`config.mk`:
```
export PLATFORM = sky130hd
export DESIGN_NAME = spi_flash_reader
export DESIGN_NICKNAME = d
export VERILOG_FILES = /design/src/rtl/spi_flash_reader.sv
export SDC_FILE = /design/constraint.sdc
export NUM_CORES = 1
export LEC_CHECK = 0
export CORE_MARGIN = 2
export CORE_UTILIZATION = 58
export CTS_CLUSTER_DIAMETER = 200
export DETAILED_ROUTE_END_ITERATION = 7
export HOLD_SLACK_MARGIN = 0.1
export PLACE_DENSITY = 0.91
export SYNTH_ARGS = -nofsm -noshare
export SYNTH_HDL_FRONTEND = slang
export SYNTH_SLANG_ARGS = --single-unit
```
`constraint.sdc`:
```
create_clock -name clk -period 3.25 [get_ports clk]
set_clock_uncertainty 0.05 [all_clocks]
set_input_delay 0.975 -clock clk [delete_from_list [all_inputs] [get_ports clk]]
set_output_delay 0.975 -clock clk [all_outputs]
set_load 0.01 [all_outputs]
```
`src/rtl/spi_flash_reader.sv`:
```
// SPI flash read master: sends CMD_READ and an 8-bit address, then shifts in data bytes.
// Define READ_BURST_EN to add the len port for 1..16 byte bursts; otherwise every read is one byte.
module spi_flash_reader #(
   parameter int          CLK_DIV  = 4,
   parameter logic [7:0]  CMD_READ = 8'h03
) (
   input  logic       clk,
   input  logic       rst_n,
   input  logic       start,
   input  logic [7:0] addr,
`ifdef READ_BURST_EN
   input  logic [3:0] len,
`endif
   output logic       busy,
   output logic [7:0] rd_data,
   output logic       rd_valid,
   output logic       done,
   output logic       cs,
   output logic       sclk,
   output logic       mosi,
   input  logic       miso
);

   typedef enum logic [2:0] {IDLE, CMD, ADDR, DATA, FINISH} state_t;

   localparam logic [7:0] DIV_LAST = 8'(CLK_DIV - 1);

   state_t     state, state_next;
   logic [7:0] div_cnt;
   logic [2:0] bit_cnt;
   logic [7:0] addr_q;
   logic [7:0] shift_q;
   logic       byte_ready;
   logic       tick, shifting, sclk_rise, sclk_fall, byte_end, last_byte;

   assign tick      = (div_cnt == DIV_LAST);
   assign shifting  = (state == CMD) || (state == ADDR) || (state == DATA);
   assign sclk_rise = shifting && tick && !sclk;
   assign sclk_fall = shifting && tick && sclk;
   assign byte_end  = sclk_fall && (bit_cnt == 3'd7);
   assign busy      = (state != IDLE);

`ifdef READ_BURST_EN
   logic [3:0] byte_cnt;

   // Remaining bytes after the current one; reloaded from len on every accepted request.
   always_ff @(posedge clk or negedge rst_n) begin
      if (!rst_n) begin
         byte_cnt <= 4'd0;
      end else if (state == IDLE && start) begin
         byte_cnt <= len;
      end else if (state == DATA && byte_end && !last_byte) begin
         byte_cnt <= byte_cnt - 4'd1;
      end
   end

   assign last_byte = (byte_cnt == 4'd0);
`else
   assign last_byte = 1'b1;
`endif

   always_ff @(posedge clk or negedge rst_n) begin
      if (!rst_n) state <= IDLE;
      else        state <= state_next;
   end

   always_comb begin
      state_next = state;
      case (state)
         IDLE:    if (start)                  state_next = CMD;
         CMD:     if (byte_end)               state_next = ADDR;
         ADDR:    if (byte_end)               state_next = DATA;
         DATA:    if (byte_end && last_byte)  state_next = FINISH;
         FINISH:  if (tick)                   state_next = IDLE;
         default:                             state_next = IDLE;
      endcase
   end

   // Serial datapath: mosi moves on sclk rising edges so the flash sees it stable on falling edges.
   always_ff @(posedge clk or negedge rst_n) begin
      if (!rst_n) begin
         cs         <= 1'b1;
         sclk       <= 1'b0;
         mosi       <= 1'b0;
         div_cnt    <= 8'd0;
         bit_cnt    <= 3'd0;
         addr_q     <= 8'd0;
         shift_q    <= 8'd0;
         byte_ready <= 1'b0;
         rd_data    <= 8'd0;
         rd_valid   <= 1'b0;
         done       <= 1'b0;
      end else begin
         rd_valid   <= 1'b0;
         done       <= 1'b0;
         byte_ready <= 1'b0;
         if (byte_ready) begin
            rd_data  <= shift_q;
            rd_valid <= 1'b1;
         end

         if (state == IDLE) begin
            div_cnt <= 8'd0;
            if (start) begin
               cs      <= 1'b0;
               mosi    <= CMD_READ[7];
               addr_q  <= addr;
               bit_cnt <= 3'd0;
            end
         end else begin
            div_cnt <= tick ? 8'd0 : div_cnt + 8'd1;
         end

         if (shifting && tick) sclk <= !sclk;

         if (sclk_rise) begin
            case (state)
               CMD:     mosi <= CMD_READ[3'd7 - bit_cnt];
               ADDR:    mosi <= addr_q[3'd7 - bit_cnt];
               default: begin
                  mosi       <= 1'b0;
                  shift_q    <= {shift_q[6:0], miso};
                  byte_ready <= (bit_cnt == 3'd7);
               end
            endcase
         end

         if (sclk_fall) bit_cnt <= (bit_cnt == 3'd7) ? 3'd0 : bit_cnt + 3'd1;

         if (state == FINISH && tick) begin
            cs   <= 1'b1;
            done <= 1'b1;
         end
      end
   end

endmodule

```
* Word-level counts from Yosys, hierarchy flattened
Memories as Yosys holds them, arrays and structs flattened. Cells that the tools add are included. Widths: inputs -> output; s select.
Word-level totals: bits of input ports 12, word-level logic and storage cells 76, bits in registers 44, output and inout port bits 14, ROM bits 8, memories 1
Memories:
- (no name shown) | depth 8, bits a word 1, rd ports 1, clocked after Yosys merged registers in 0, wr ports 0, line 118 | CMD: mosi <= CMD_READ[3'd7 - bit_cnt];
Cells by class: eq/ne operators 11, bitwise operators 1, magnitude comparators 1, add/sub/neg operators 3, reductions and logical operators 23, mux-type cells 24
Operators by type and width (number):
- $mux 3 | 9
- $mux 8 | 2
- $pmux 3 s5 | 1
- $reduce_bool 2->1 | 6
- $mux 1 | 10
- $ne 2x2->1 const B | 5
- $reduce_and 2->1 | 5
- $add 8x1->8 const B | 1
- $eq 8x2->1 const B | 1
- $eq 3x2->1 const B | 2
- $eq 3x3->1 const B | 2
- $logic_and 1x1->1 | 5
- $reduce_and 5->1 | 1
- $lt 3x4->1 const B | 1
- $add 3x1->3 const B | 1
- $bmux 1 s3 | 1
- $eq 3x1->1 const B | 1
- $logic_not 3->1 | 1
- $reduce_bool 3->1 | 1
- $sub 3x3->3 const A | 1
- $logic_or 1x1->1 | 2
- $pmux 1 s2 | 1
- $reduce_or 2->1 | 1
- $logic_not 1->1 | 1
- $not 1->1 | 1

* Longest topological paths before layout
depth after elaboration 8, gate-level depth with buffers 6, gate-level depth less buffers 6

* Worst setup path after synthesis
OpenSTA, ideal clock, no wires.
path kind input to register, start input start, end register addr_q[0], cell stages on the path 3, setup slack 1.325 ns, library setup time 0.125 ns, data arrival time 1.751 ns, cell sequence nand2_1 buf_1 mux2_2
On the way: cells in the longest elaborated chain, start to end 1
RTL lines:
- start: declaration | line 9 | input logic start,
- $reduce_and 2->1 (no source line)
- end signal: assignment | line 107 | addr_q <= addr;
- end: declaration | line 31 | logic [7:0] addr_q;
Every way passes these cells. A chain may end at the register's enable or synchronous reset.

* Worst setup path after layout
start register state[2], end output busy
On the way: cells in the longest elaborated chain, start to end 1
RTL lines:
- start: declaration | line 28 | state_t state, state_next;
- start signal: assignment | line 64 | else state <= state_next;
- $reduce_bool 3->1 | line 41 | assign busy = (state != IDLE);
- end: declaration | line 14 | output logic busy,
Every way passes these cells.

==> results.md <==
* Die width at 61.71 um
* Max Cap Violations at 0
* Largest net degree at the start of global routing at 45
* RSZ-0062 raised after global routing: no
* Placement Rows at 20
* Total Wirelength at 3416 um
* Slew Limit Headroom at 38.17%
* Final Util at 74.35%
* Family with the most delay on the worst path: buffers and inverters
* Max incr delay on CP at 0.56 ns
* YS warnings at 0
* Initial antenna violation count at 0
* Leak at 1.052 nW
* H-tree levels at 2
* Clock Tree Root: clkbuf_4
* Flops & latches, synth at 44
* Clk_lat worst skew at 0.36 ns
* Initial cell density of the core at 62.26%
* Worst slack, placed at 0.8045 ns
* CTS tree: yes
* Status: finished, final reports clean
* Crit path cell chain: nor3_1, inv_1, clkdlybuf4s50_1
* Sink Count at 44
* Slowest CP cell: dfrtp_1
* CP Max Fanout at 12
* DRC at 0
* First DRT Iteration DRCs at 32
* Share of cells above drive strength 1 at 24.86%
* I/O pins at 26
* Diode count at 0
* Endpoints failing setup at 0
* Vias at 1254
* CTS Buffer Depth at 2
* Final Power at 0.001376 W
* Library cells used by synthesis at 33
* Critical path class: reg -> out
* Crit end category: primary output
* Most used DFF post-synth: dfrtp_1
* Area growth, synth to finish at 19.43%
* Top cell type's share of synthesized area at 55.70%
* Post-route clock period utilization at 88.49%
* CTS-repair resized insts at 0
* Post-Syn Instances at 148
* Fmax at 347.7 MHz
* Post-synth EDFFs at 0
* GR Overflow Total at 0
* Avg Cell Area, Syn at 13.05 um^2
* Post-detail-place hpwl at 2524 um
* Main area contributors after synthesis: dfrtp_1 56%, mux2_2 15%, nor2_1 2.3%
* Number of clock buffers inserted by TritonCTS at 5
* Worst vdd ir at 0.4171 mV
* Fill cells at 237
* Final min period at 2.876 ns
* Vias in the first global route at 1301
* Startpoint Class: flop
* Worst setup margin at 0.3739 ns
* Setup crit start: state[2]$_DFFE_PN0P_
* Data arrival, critical path at 1.85 ns
* Reg2reg start: div_cnt[0]$_DFF_PN0_
* Fin. Hold Viols at 0
* Worst-Margin Slew at 0.9274 ns
* GPL Wtd Cong at 0.7654
* Post-synthesis async set-or-reset flop share at 100.0%
* Commonest non-fill, non-tap cell in the layout: dfrtp_1
* Mapped Nets at 163
* Commonest cells after routing, fill and taps aside: 43 x dfrtp_1, 26 x mux2_2, 24 x clkdlybuf4s50_1
* First-pass GRT wire length at 5754 um
* Number of setup buffers added after CTS at 0
* Hold buffers post-CTS at 0
* Total Neg Setup Slack at 0 ns
* Total GRT Usage at 21.29%
* Register area share after synthesis at 57.06%
* Pins Over Slew Limit at 0
* Die area at 3808 um^2
* Synthesized cell area at 1932 um^2
* Area leader, netlist: dfrtp_1
* Wire per inst at 15.46 um
* PortBufs at 25
* Clk pin slew, worst setup/hold paths at 0.14 ns
* Initial DRT Pass Iterations at 4
* Worst min-delay path class: reg -> reg
* Nets at 191
* Power density cells at 596.5 nW/um^2
* Critical Path RT at 2.22 ns
* Final ANT Viol Nets at 0
* Min-delay src: div_cnt[0]$_DFF_PN0_
* Die Span Y at 61.71 um
* Core ar. at 3103 um^2
* DR vias/cell at 5.674
* WP buf/inv at 2
==> report_power, final <==
part / switching (W) / total, W / internal [W]
Clock: 0.000174 / 0.000359 / 0.000184
Sequential: 0.000104 / 0.000727 / 0.000622
Combinational: 0.000131 / 0.000291 / 0.000160
==> kinds of logic after synthesis <==
family	share of synthesized area, %
flip-flops	57.06
buffers and inverters	1.554
multiplexers	18.39
AO/OA/AOI/OAI	2.202
AND/OR/NAND/NOR	15.22
adder cells (fa/ha/maj)	1.943
XOR/XNOR	3.627
==> routing by layer <==
metal / routed length (um) / track usage [%] / up-vias
met4: 63 / 9.726 / 0
met5: 0 / 0 / -
li1: - / - / 574
met2: 1833 / 36.09 / 41
met3: 164 / 6.418 / 8
met1: 1355 / 24.93 / 631
==> area by class of cell <==
type | count | area [um^2] | share of cell area (%)
clock buffers | 6 | 51.30 | 2.223
multi-input cells | 96 | 799.5 | 34.65
well taps | 44 | 55.05 | 2.386
clock inverters | 2 | 38.79 | 1.681
repair buffers | 25 | 245.2 | 10.63
inverters | 4 | 15.01 | 0.6508
flip-flops and latches | 44 | 1102 | 47.78
==> cells in the mapped netlist, drive strengths merged, types with 2 or more instances <==
cell type / n
nor3b: 2
mux2i: 4
nand4: 2
and3: 3
nor4: 4
nor3: 2
xnor2: 3
nor2: 12
clkbuf: 3
mux2: 26
and2: 4
inv: 4
ha: 3
xor2: 5
nand2: 12
nand3: 3
dfrtp: 43
==> state kept, by name, indices dropped and copies added, names as in the netlist, 3 cells and up <==
| signal | count |
|---|---|
| addr_q | 8 |
| bit_cnt | 3 |
| div_cnt | 8 |
| rd_data | 8 |
| shift_q | 8 |
| state | 3 |
==> through the flow <==
step                hold WS [ns]  cell area, um^2  instances
global route              0.4799             2307        221
finish                    0.4651             2307        221
floorplan                 0.3019             1932        148
detailed placement        0.4436             2217        213
CTS                       0.4599             2307        221
global placement          0.4234             2217        213
==> final timing paths <==
path	end	slack, ns	cells after the start
min in group asynchronous	shift_q[5]$_DFFE_PN0P_	0.69	1
setup / recovery	busy	0.37	3
setup reg to reg	shift_q[6]$_DFFE_PN0P_	1.08	5
hold reg to reg	div_cnt[0]$_DFF_PN0_	0.47	1
max in group asynchronous	div_cnt[3]$_DFF_PN0_	1.88	1
hold / removal	div_cnt[0]$_DFF_PN0_	0.47	1
(Power assumes the default switching activity.)
